===== src/rtl/lg_reduce_pipe.sv =====
// lg_reduce_pipe: pipelined, masked N-input reduction gate (AND/NAND/OR/NOR/XOR/XNOR)
// with push-pull or open-collector output style and a saturating delivery counter.
//
// Ports:
//   clk, rst_n            clock, asynchronous active-low reset
//   in_valid / in_ready   operand handshake (in_ready is combinational from out_ready)
//   in_data, in_mask      gate inputs and participation mask (WIDTH bits)
//   mode                  0 AND, 1 NAND, 2 OR, 3 NOR, 4 XOR, 5 XNOR, 6/7 reserved (NAND + mode_err)
//   oc_en                 open-collector output style for this operand
//   out_valid / out_ready result handshake
//   y, y_oe, mode_err     registered result, drive enable, reserved-mode flag
//   txn_count             saturating count of delivered results
module lg_reduce_pipe #(
  parameter int unsigned WIDTH = 13,
  parameter int unsigned FANIN = 4,
  parameter int unsigned CNT_W = 16
) (
  input  logic             clk,
  input  logic             rst_n,
  input  logic             in_valid,
  output logic             in_ready,
  input  logic [WIDTH-1:0] in_data,
  input  logic [WIDTH-1:0] in_mask,
  input  logic [2:0]       mode,
  input  logic             oc_en,
  output logic             out_valid,
  input  logic             out_ready,
  output logic             y,
  output logic             y_oe,
  output logic             mode_err,
  output logic [CNT_W-1:0] txn_count
);

  // Number of live bits after l reduction levels.
  function automatic int unsigned lvl_w(input int unsigned l);
    int unsigned w;
    w = WIDTH;
    for (int unsigned i = 0; i < l; i++) w = (w + FANIN - 1) / FANIN;
    return w;
  endfunction

  // Levels needed to reach a single bit, at least one.
  function automatic int unsigned calc_levels();
    int unsigned n;
    n = 0;
    while (lvl_w(n) > 1) n++;
    return (n == 0) ? 1 : n;
  endfunction

  // Bit offset of level l inside the flat level vector.
  function automatic int unsigned lvl_off(input int unsigned l);
    int unsigned s;
    s = 0;
    for (int unsigned i = 0; i < l; i++) s += lvl_w(i);
    return s;
  endfunction

  localparam int unsigned LEVELS  = calc_levels();
  localparam int unsigned TOT_W   = lvl_off(LEVELS + 1);
  localparam int unsigned RES_BIT = TOT_W - 1;

  typedef enum logic [1:0] {
    OP_AND = 2'd0,
    OP_OR  = 2'd1,
    OP_XOR = 2'd2
  } op_e;

  // Per-operand control carried alongside the data through every stage.
  typedef struct packed {
    logic valid;
    op_e  op;
    logic inv;
    logic err;
    logic oc;
  } ctl_t;

  ctl_t             in_ctl;
  ctl_t             ctl_q [0:LEVELS];
  logic [TOT_W-1:0] tdata;
  logic [TOT_W-1:0] tnext;
  logic             advance;
  logic             in_ident;

  // Every stage moves together; a stalled output freezes the whole pipe.
  assign in_ready = !out_valid || out_ready;
  assign advance  = in_ready;

  // Mode decode into base op, final inversion and reserved flag.
  always_comb begin
    in_ctl       = '0;
    in_ctl.valid = in_valid;
    in_ctl.oc    = oc_en;
    case (mode)
      3'd0:    in_ctl.op = OP_AND;
      3'd1:    begin in_ctl.op = OP_AND; in_ctl.inv = 1'b1; end
      3'd2:    in_ctl.op = OP_OR;
      3'd3:    begin in_ctl.op = OP_OR;  in_ctl.inv = 1'b1; end
      3'd4:    in_ctl.op = OP_XOR;
      3'd5:    begin in_ctl.op = OP_XOR; in_ctl.inv = 1'b1; end
      default: begin in_ctl.op = OP_AND; in_ctl.inv = 1'b1; in_ctl.err = 1'b1; end
    endcase
  end

  // Stage 0: masked-out inputs take the identity of the base op.
  assign in_ident         = (in_ctl.op == OP_AND);
  assign tnext[WIDTH-1:0] = in_ident ? (in_data | ~in_mask) : (in_data & in_mask);

  // Reduction tree: level l folds groups of FANIN bits of level l-1.
  for (genvar l = 1; l <= int'(LEVELS); l++) begin : g_lvl
    for (genvar g = 0; g < int'(lvl_w(l)); g++) begin : g_grp
      logic [FANIN-1:0] grp;
      logic             red;

      for (genvar k = 0; k < int'(FANIN); k++) begin : g_bit
        if (g * int'(FANIN) + k < int'(lvl_w(l - 1))) begin : g_src
          assign grp[k] = tdata[lvl_off(l - 1) + g * FANIN + k];
        end else begin : g_pad
          assign grp[k] = (ctl_q[l - 1].op == OP_AND);
        end
      end

      always_comb begin
        case (ctl_q[l - 1].op)
          OP_AND:  red = &grp;
          OP_OR:   red = |grp;
          default: red = ^grp;
        endcase
      end

      // Inverting modes flip the single bit produced by the last level.
      if (l == int'(LEVELS)) begin : g_last
        assign tnext[lvl_off(l) + g] = red ^ ctl_q[l - 1].inv;
      end else begin : g_mid
        assign tnext[lvl_off(l) + g] = red;
      end
    end
  end

  // Stage data and control registers.
  always_ff @(posedge clk or negedge rst_n) begin
    if (!rst_n) begin
      tdata <= '0;
      for (int unsigned i = 0; i <= LEVELS; i++) ctl_q[i] <= '0;
    end else if (advance) begin
      tdata    <= tnext;
      ctl_q[0] <= in_ctl;
      for (int unsigned i = 1; i <= LEVELS; i++) ctl_q[i] <= ctl_q[i - 1];
    end
  end

  // Output stage: apply push-pull / open-collector style.
  always_ff @(posedge clk or negedge rst_n) begin
    if (!rst_n) begin
      out_valid <= 1'b0;
      y         <= 1'b0;
      y_oe      <= 1'b0;
      mode_err  <= 1'b0;
    end else if (advance) begin
      out_valid <= ctl_q[LEVELS].valid;
      if (ctl_q[LEVELS].valid) begin
        y        <= ctl_q[LEVELS].oc ? 1'b0 : tdata[RES_BIT];
        y_oe     <= ctl_q[LEVELS].oc ? ~tdata[RES_BIT] : 1'b1;
        mode_err <= ctl_q[LEVELS].err;
      end else begin
        y        <= 1'b0;
        y_oe     <= 1'b0;
        mode_err <= 1'b0;
      end
    end
  end

  // Saturating delivery counter.
  always_ff @(posedge clk or negedge rst_n) begin
    if (!rst_n) begin
      txn_count <= '0;
    end else if (out_valid && out_ready && (txn_count != '1)) begin
      txn_count <= txn_count + CNT_W'(1);
    end
  end

endmodule

===== config.mk =====
export PLATFORM = sky130hd
export DESIGN_NAME = lg_reduce_pipe
export DESIGN_NICKNAME = d
export VERILOG_FILES = /design/src/rtl/lg_reduce_pipe.sv
export SDC_FILE = /design/constraint.sdc
export NUM_CORES = 1
export LEC_CHECK = 0
export ABC_AREA = 1
export CAP_MARGIN = 20
export CORE_MARGIN = 2
export CORE_UTILIZATION = 47
export CTS_CLUSTER_DIAMETER = 100
export CTS_CLUSTER_SIZE = 12
export DETAILED_ROUTE_END_ITERATION = 16
export GPL_ROUTABILITY_DRIVEN = 0
export PLACE_DENSITY = 0.76
export SLEW_MARGIN = 20
export SYNTH_ARGS = -nofsm -noshare
export SYNTH_HDL_FRONTEND = slang
export SYNTH_SLANG_ARGS = --single-unit

===== constraint.sdc =====
create_clock -name clk -period 1.5 [get_ports clk]
set_input_delay 0.45 -clock clk [delete_from_list [all_inputs] [get_ports clk]]
set_output_delay 0.45 -clock clk [all_outputs]
set_load 0.02 [all_outputs]

# Yosys cells after proc, flatten, opt, wreduce, memory -nomap -nowiden
# Cells that the tools add are included.
# word_totals
regBits,53
in_bits,34
mem_bits_ro,0
ramBits,0
n_memories,0
output_inout_bits,21
latchBits,0
word_cells,74
# classes
mux,14
order_cmp,0
div_mod_pow,0
n_bitwise,5
add_sub_neg,1
mul,0
shifts,0
eq_ne,8
n_reduce_logical,27
# op_table
cell,n
4-bit XOR reduction,5
16-bit by 1-bit adder with 16-bit output (second input constant),1
16-bit != test (second input constant),1
4-bit AND reduction,4
4-bit OR reduction,4
13-bit AND,1
13-bit 2-to-1 mux,1
13-bit NOT,1
13-bit bitwise OR,1
1-bit case mux with 2 select lines,5
1-bit 2-to-1 mux,7
3-bit by 2-bit equality test with 1-bit output (second input constant),2
3-bit equality test (second input constant),2
2-bit logical NOT,3
2-bit OR reduction,3
6-bit OR reduction,1
2-bit by 1-bit equality test with 1-bit output (second input constant),2
2-bit case mux with 2 select lines,1
3-bit by 1-bit equality test with 1-bit output (second input constant),1
3-bit logical NOT,1
3-bit OR reduction,1
1-bit logical AND,2
2-bit AND reduction,1
1-bit logical NOT,1
other kinds (3),3

# Depth between registers and ports, before layout
# Gate-level depths: netlist of the first run.
# depth
depth_word,5
depth_mapped,9
ltp_nobuf,8

# Least setup slack after synthesis of the first run
# Ideal clock, no wire load.
# synth_path
path_type,register -> register
from,reg txn_count[0]
to,reg txn_count[12]
t_arrival_ns,1.482
synth_period_minus_slack_ns,1.599
setup_ns,0.117
n_path_buf,1
required_ns,1.383
slack_ns,-0.099
path_stages_with_launch,10
path_cell_list,dfrtp_1 -> ha_1 -> nand2_2 -> nor2_1 -> nand2_2 -> nor2_4 -> nor2_4 -> buf_6 -> nand3b_2 -> nand2_1
# synth_via
elab_chain_len,2
word_cells_on_any_way,3
cone_classes,add/sub (1); eq/ne (1); reduce/logical (1)
# synth_lines
item,line_no,rtl
from (decl),31,output logic [CNT_W-1:0] txn_count
from (signal assigned),177,txn_count <= txn_count + CNT_W'(1);
branches (longest 2 deep; another with 16-bit by 1-bit adder with 16-bit output),-,
# Several ways; the timed one is not identified.
# A chain may end at the register's enable or synchronous reset.

# Worst setup path after layout of the first run
# layout_path
from,reg txn_count[13]
to,out txn_count[13]
# No word-level cell between the ends.

==> qor.yml, run 1 <==
detailed_routing:
  drt_iter0_markers: 97
  via_count: 2710
  ant_nets: 0
  vias_per_cell: 4.97
  drcViolationCount: 0
  routed_wl_um: 6430
  wl_per_cell_um: 11.8
  firstDrtPassIters: 4
placement:
  placed_cells: 530
  port_buffers: 54
  hpwl_um: 4660
worst_setup_path:
  cp_data_required_time_ps: 1050
  arrival_ps: 1020
  worstPathMaxFanout: 3
  path_buf_inv: 1
  path_class: "flip-flop to output port"
  endpoint_kind: "output port"
  crit_slowest_cell: "dfrtp_1"
  start_kind: "flip-flop"
  cp_cell_sequence: "clkdlybuf4s15_1"
  cpPeakStageDelay_ps: 410
  crit_family: "flip-flops"
floorplan:
  core_region_area_um2: 6280
  die_y_um: 84.0
  dieArea_um2: 7060
  num_rows: 29
  io_pins: 55
  start_util: 0.480
  fp.dieW_um: 84.0
sta:
  rsz0062_at_grt: "true"
  finalSetupViolCount: 0
  slew_violations: 0
  worst_pin_slew_ps: 428
  hold_viol: 0
  holdWs_ps: 62.6
  fin_tns_setup_ps: 0
  min_period_over_period: 0.978
  max_freq_mhz: 682
  relSlewSlack: 0.714
  period_needed_ps: 1470
  worst_clock_skew_ps: 5.24
grt:
  antenna_found_initial: 0
  grt_pass1_wl_um: 11200
  grt_max_degree: 44
  overflow: 0
  grt_pass1_vias: 2651
  grt_usage: 0.192
pwr:
  total_power_uw: 5990
  p_sw_frac: 0.381
  seqPwrFrac: 0.381
  p_int_uw: 3710
  irDropWorstVdd_uv: 883
  p_leak_uw: 0.00198
  netSwitchingPower_uw: 2290
  p_clk_frac: 0.190
  combPwrFrac: 0.430
  powerDensity_nw_per_um2: 1500
cells_and_area:
  multi_input_area_um2: 1470
  stdcell_count: 545
  n_antenna_cell: 0
  post_route_cells_drive_above_1_share: 0.190
  final_nets: 520
  final-seq-area_um2: 1330
  nFillCells: 565
  syn_to_final_growth_pct: 32.3
logic_synthesis:
  synth-seq-area-share: 0.441
  yosys.cell_count.top_type: "nand2_1"
  synth.cell_area_um2: 3010
  yosysTopAreaCell: "dfrtp_1"
  synth_edf_count: 0
  yosysTopAreaCellShare: 0.441
  synthesis.nets: 436
  synthTopCellsByArea: "dfrtp_1 44%, nand2_1 14%, ha_1 7.9%"
  yosysWarnings: 0
  netlist_instances: 383
  async_flop_share: 1.00
  synth.avg_cell_area_um2: 7.86
  ys.flop_type: "dfrtp_1"
  ys_ff_latch: 53
  synth_top_cells_by_count: "112 x nand2_1, 53 x dfrtp_1, 53 x inv_1"
  synth.distinct_cells: 26
clock_tree:
  clk_pin_slew_worst_paths_ps: 100
  postCtsHoldBufs: 0
  cts_max_level: 2
  numCtsBuffers: 5
  worst_skew_pair.late_latency_ps: 310
  clk_path_buf_depth: 2
  cts_root_buf: "clkbuf_8"
  clock-sinks: 53
  cts_tree: "yes"
run:
  max_cap_violations: 0
status:
  status: "complete, no violations"
hold_path:
  min_path_type: "input pin to asynchronous set/reset pin"
-- power by group through the flow --
stage | sequential [uW] | clock (uW) | combinational [uW]
finish | 2280 | 1140 | 2570
global route | 2360 | 1200 | 2940
CTS | 2270 | 1150 | 2480
detailed placement | 2300 | 0 | 2550
global placement | 2270 | 0 | 2460
floorplan | 2440 | 0 | 1410
-- worst paths after layout --
kind | startpoint | to | slack, ps | depth (start not counted)
max | txn_count[13] | txn_count[13] | 30 | 1
min | rst_n | txn_count[11] | 60 | 1
max reg2reg | txn_count[0] | txn_count[9] | 90 | 9
min reg2reg | ctl_q[17] | ctl_q[11] | 480 | 2
max in group asynchronous | rst_n | tdata[14] | 900 | 2
min in group clk | ctl_q[17] | ctl_q[11] | 480 | 2
-- routing by layer --
| layer | share of wire | global-route usage |
|---|---|---|
| met2 | 0.53 | 0.360 |
| met1 | 0.42 | 0.216 |
| met4 | 0.015 | 0.0674 |
| met3 | 0.038 | 0.0336 |
| met5 | 0 | 0 |
-- kinds of logic after synthesis --
group           synth area share
xor+xnor                  0.0175
fa+ha+maj                 0.0790
buf+inv                   0.0919
compound gates             0.126
flops                      0.441
simple gates               0.245
-- worst reg2reg max path: stages, from the launching register on --
cell     delay [ps]
dfrtp_2         410
ha_4            150
nand2_2          50
nor2_2           90
nand2_2         120
nor2_4          150
nor2_4           50
buf_12          140
nand2_1          60
o21ai_0          70
-- stage by stage --
stage                     setup WS [ps]  utilization  cell area, um^2
after CTS                         0.767        0.628             3940
after global routing              -12.3        0.634             3980
final                              33.2        0.634             3980
after floorplan                    17.3            -             3020
after global placement             -618        0.606             3800
after detailed placement           -620        0.606             3800
-- repair_timing --
| item | 4_1_cts | 5_1_grt |
|---|---|---|
| gates resized for setup | 50 | 28 |
| pin swaps | 1 | 3 |
| setup endpoints to repair | 42 | 34 |
| buffers inserted | 0 | 7 |
-- cell usage in the layout, fill, tap and decap left out, drive strengths merged --
cell           netlist  routed
bufinv               0       2
a31oi                3       3
clkinv               0       1
dlygate4sd2          0       2
xnor2                4       4
nor2                33      33
nand4                6       6
nand3b               1       1
clkbuf               2      14
ha                  19      19
or2                  1       1
nor3                 1       1
a21oi               23      23
inv                 55      55
clkdlybuf4s15        0       6
o21ai               26      26
xor2                 2       2
clkdlybuf4s50        0      31
nand3               16      16
dfrtp               53      53
a22oi               13      13
nand2              116     116
buf                  9      40
-- state kept, by name, summed over array words and instances, names as in the netlist --
signal	count
tdata	18
txn_count	16
ctl_q	15
mode_err	1
out_valid	1
y	1
y_oe	1
-- final cells by class --
cell class                      count  area share
Clock buffer                        5      0.0173
Clock inverter                      3      0.0163
Inverter                           55      0.0518
Multi-Input combinational cell    264       0.368
Sequential cell                    53       0.334
Tap cell                           77      0.0242
Timing Repair Buffer               88       0.189
(Power assumes the default switching activity.)
==> inputs of run 2 (changes only) <==
CORE_UTILIZATION = 56   (was 47)
CTS_CLUSTER_DIAMETER = not set   (was 100)
DONT_BUFFER_PORTS = 1   (was not set)
PLACE_DENSITY = 0.74   (was 0.76)
==> run 2 against run 1 <==
Net effect: the flow now finishes with violations (negative hold slack); maximum frequency is essentially flat; routed wire length shrank 3.0%; critical path depth grew 1; utilization grew 3.9 points; hold slack lost 240 ps; critical endpoint is now txn_count[2]; critical path type unchanged; first-iteration DRC count grew 31%; sequential cell count is the same; setup slack is essentially flat; clock power shrank 23%; sequential power is essentially flat; sequential share of layout area grew 5.2 points; highest routed layer unchanged.
==> qor.yml, run 2 (synthesis results as in run 1) <==
detailed_routing:
  via_count: 2557
  routed_wl_um: 6240
  ant_nets: 0
  drt_iter0_markers: 127
  vias_per_cell: 5.26
  wl_per_cell_um: 12.8
  drcViolationCount: 0
  firstDrtPassIters: 4
sta:
  setup_ws_ps: 32.7
  hold_viol: 53
  finalSetupViolCount: 0
  relSlewSlack: 0.810
  worst_pin_slew_ps: 284
  slew_violations: 0
  worst_clock_skew_ps: 10.2
  fin_tns_setup_ps: 0
  min_period_over_period: 0.978
  holdWs_ps: -180
  period_needed_ps: 1470
  max_freq_mhz: 682
floorplan:
  dieArea_um2: 5980
  fp.dieW_um: 77.3
  num_rows: 26
  die_y_um: 77.3
  io_pins: 55
  core_region_area_um2: 5140
  start_util: 0.586
cells_and_area:
  reg_top3: "tdata (18), txn_count (16), ctl_q (15)"
  stdcell_count: 486
  syn_to_final_growth_pct: 14.9
  final_nets: 468
  final-seq-area_um2: 1330
  n_antenna_cell: 0
  regMostFlops: "tdata"
  mostFrequentLayoutCells: "111 x nand2_1, 53 x inv_1, 47 x dfrtp_1, 35 x buf_4, 24 x nor2_1"
  largest_reg_flops: 18
  multi_input_area_um2: 1450
  post_route_cells_drive_above_1_share: 0.180
  nFillCells: 429
  layout_commonest_cell: "nand2_1"
clock_tree:
  clock-sinks: 53
  worst_skew_pair.late_latency_ps: 310
  numCtsBuffers: 5
  clk_path_buf_depth: 2
  cts_max_level: 2
  clk_pin_slew_worst_paths_ps: 100
  cts_tree: "yes"
  cts_root_buf: "clkbuf_8"
placement:
  port_buffers: 0
  placed_cells: 471
  hpwl_um: 4530
  dp_slack_ps: -32.2
worst_setup_path:
  start_kind: "flip-flop"
  endpoint_kind: "output port"
  worstPathMaxFanout: 3
  arrival_ps: 1020
  cp_data_required_time_ps: 1050
  path_class: "flip-flop to output port"
grt:
  grt_pass1_vias: 2526
  grt_max_degree: 54
  grt_util_met3: 0.0471
  antenna_found_initial: 0
  overflow: 0
  met1_usage: 0.262
  grt_pass1_wl_um: 10800
  grt_busiest_layer: "met2"
  grt_util_met2: 0.406
  grt_usage: 0.226
pwr:
  irDropWorstVdd_uv: 770
  total_power_uw: 5520
  p_leak_uw: 0.00174
  powerDensity_nw_per_um2: 1600
hold_path:
  min_path_type: "input pin to asynchronous set/reset pin"
status:
  status: "complete, but fails checks"
  failed_checks: "negative hold slack"
run:
  max_cap_violations: 0
-- run 2: cell count changes in the layout (fill, tap and decap cells not counted), moves of 2 or more --
cell and change:
buf_2 -5, buf_4 +3, bufinv_16 -2, clkbuf_2 -9, clkbuf_8 +2, clkdlybuf4s15_1 -5, clkdlybuf4s50_1 -31, dfrtp_1 -3
dfrtp_2 +3, dlygate4sd2_1 -2, inv_2 -2, nor2_4 -2
-- run 2: layout make-up --
class / instances / area share
clock buffers: 7 / 0.0278
clock inverters: 1 / 0.00145
inverters: 55 / 0.0604
multi-input cells: 264 / 0.418
flip-flops and latches: 53 / 0.386
well taps: 70 / 0.0253
repair buffers: 36 / 0.0817
-- run 2: worst paths after layout --
path / start / end / slack, ps / cells past startpoint
worst min register to register: ctl_q[12] / ctl_q[6] / 480 / 2
min in group clk: oc_en / ctl_q[12] / 260 / 2
max in group asynchronous: rst_n / txn_count[6] / 1550 / 0
worst max register to register: tdata[13] / tdata[17] / 80 / 7
worst max-delay path: txn_count[2] / txn_count[2] / 30 / 2
worst min-delay path: rst_n / txn_count[5] / -180 / 0
-- run 2: metal layers --
| layer | part of all wire | up-vias |
|---|---|---|
| met5 | 0 | - |
| met4 | 0.016 | 0 |
| met3 | 0.039 | 9 |
| met2 | 0.52 | 62 |
| met1 | 0.42 | 1202 |
| li1 | - | 1284 |
-- run 2: power by group --
| part | internal (uW) | leakage, uW | total (uW) | switching [uW] |
|---|---|---|---|---|
| clock | 418 | 0.0000542 | 874 | 456 |
| combinational | 973 | 0.00103 | 2330 | 1360 |
| sequential | 1920 | 0.000653 | 2310 | 390 |
| total | 3320 | 0.00174 | 5520 | 2210 |
-- run 2: critical path: stages (launching register included) --
cell     delay, ps
dfrtp_2        420
buf_4          140
buf_4          150
-- run 2: per-stage QoR --
stage	hold slack (ps)	instance area, um^2	util
6_report	-180	3460	0.673
3_5_place_dp	156	3260	0.635
5_1_grt	-197	3460	0.673
4_1_cts	-183	3390	0.660
3_3_place_gp	156	3260	0.635
2_1_floorplan	154	3020	-
-- run 2: repair_timing --
action | CTS | global route
pin swaps | 1 | 4
buffers inserted | 3 | 4
endpoints found under the hold margin | 53 | 53
setup endpoints to repair | 13 | 17
gates resized for setup | 2 | 11
==> inputs of run 3 (changes only) <==
TNS_END_PERCENT = 5   (was not set)
==> run 3 against run 2 <==
Net effect: the flow still finishes with violations (negative hold slack); sequential share of layout area increased by 0.15 points; via count down 2.5%; maximum frequency fell by 0.32%; die area stayed put; sequential cell count is the same; setup slack got worse by 4.8 ps; non-clock buffer count down 2; total power is 0.31% lower; largest cell class unchanged; critical path type unchanged; hold slack improved by 4.8 ps; final area is 0.47% lower; clock power fell by 0.5%.
==> qor.yml, run 3 (synthesis results as in run 1) <==
detailed_routing:
  highest_layer: "met4"
  via_count: 2494
  wl_met2_um: 3190
  firstDrtPassIters: 4
  drcViolationCount: 0
  routed_wl_um: 6150
  wl_per_cell_um: 12.7
  vias_per_cell: 5.15
  route.met3.wl_um: 265
  drt_iter0_markers: 104
  ant_nets: 0
  met1_length_um: 2600
floorplan:
  io_pins: 55
  start_util: 0.586
  num_rows: 26
  die_y_um: 77.3
  dieArea_um2: 5980
  fp.dieW_um: 77.3
  core_region_area_um2: 5140
sta:
  fin_tns_setup_ps: 0
  holdWs_ps: -175
  worst_pin_slew_ps: 284
  max_freq_mhz: 679
  finalSetupViolCount: 0
  relSlewSlack: 0.810
  worst_clock_skew_ps: 4.90
  rsz0062_at_grt: "true"
  min_period_over_period: 0.981
  slew_violations: 0
  period_needed_ps: 1470
  hold_viol: 53
clock_tree:
  cts_root_buf: "clkbuf_8"
  clk_pin_slew_worst_paths_ps: 90
  cts_max_level: 2
  cts_tree: "yes"
  clk_path_buf_depth: 2
  numCtsBuffers: 5
  clock-sinks: 53
  worst_skew_pair.late_latency_ps: 300
worst_setup_path:
  worstPathMaxFanout: 14
  crit_family: "flip-flops"
  endpoint_kind: "output port"
  crit_slowest_cell: "dfrtp_1"
  timing.rr.start: "tdata[13]"
  cp_data_required_time_ps: 1050
  path_buf_inv: 2
  rr_endpoint: "tdata[17]"
  cpPeakStageDelay_ps: 360
  path_class: "flip-flop to output port"
  reg2reg_slack_ps: 80
  arrival_ps: 1020
  startpoint: "out_valid"
  start_kind: "flip-flop"
  cp_cell_sequence: "inv_1 > nor2_4 > inv_4"
  reg2reg_depth: 7
run:
  max_cap_violations: 0
cells_and_area:
  n_antenna_cell: 0
  regMostFlops: "tdata"
  reg_top3: "tdata (18), txn_count (16), ctl_q (15)"
  final_nets: 466
  largest_reg_flops: 18
  mostFrequentLayoutCells: "111 x nand2_1, 53 x inv_1, 48 x dfrtp_1, 31 x buf_4, 24 x nor2_1"
  syn_to_final_growth_pct: 14.4
  post_route_cells_drive_above_1_share: 0.174
  layout_commonest_cell: "nand2_1"
pwr:
  irDropWorstVdd_uv: 771
  total_power_uw: 5500
  p_leak_uw: 0.00174
  powerDensity_nw_per_um2: 1600
status:
  failed_checks: "negative hold slack"
  status: "complete, but fails checks"
grt:
  antenna_found_initial: 0
  grt_pass1_vias: 2513
  grt_pass1_wl_um: 10700
  grt_max_degree: 54
  overflow: 0
  grt_usage: 0.224
placement:
  hpwl_um: 4530
  port_buffers: 0
hold_path:
  min_path_type: "input pin to asynchronous set/reset pin"
-- run 3: worst max path at each step --
| stage | to | slack, ps | cells past startpoint |
|---|---|---|---|
| CTS | txn_count[2] | -30 | 2 |
| floorplan | txn_count[12] | 20 | 9 |
| global placement | txn_count[9] | 20 | 7 |
| finish | in_ready | 30 | 3 |
| global route | in_ready | -20 | 3 |
| detailed placement | txn_count[7] | -30 | 7 |
-- run 3: final cells by class --
type	count	area, um^2
fill	436	1700
multi-input combinational	264	1440
sequential	53	1330
timing repair buffer	34	275
inverter	55	209
clock buffer	7	96.3
tap	70	87.6
clock inverter	1	5.00
-- run 3: repair_timing --
action / 4_1_cts / 5_1_grt
setup buffers: 0 / 5
gates resized for setup: 3 / 10
setup endpoints to repair: 13 / 18
endpoints found under the hold margin: 53 / 53
pin swaps: 4 / 1
-- run 3: through the flow --
step                       util  worst slack (ps)  cells  area, um^2  hold slack, ps
after CTS                 0.657             -28.6    479        3380            -183
after detailed placement  0.635             -32.2    471        3260             156
after global placement    0.635              22.3    471        3260             156
after floorplan               -              17.3    383        3020             154
final                     0.670              28.0    484        3440            -175
after global routing      0.670             -24.6    484        3440            -200
-- run 3: routing by layer --
layer	global-route usage	vias up
met4	0.0839	0
met3	0.0459	9
met1	0.261	1153
met5	0	-
met2	0.403	52
li1	-	1280
-- run 3: power by group --
group | switching (uW) | internal [uW] | leakage [uW] | total [uW]
registers | 396 | 1920 | 0.000655 | 2320
clock network | 452 | 418 | 0.0000542 | 870
logic | 1350 | 965 | 0.00103 | 2320
total | 2200 | 3310 | 0.00174 | 5500
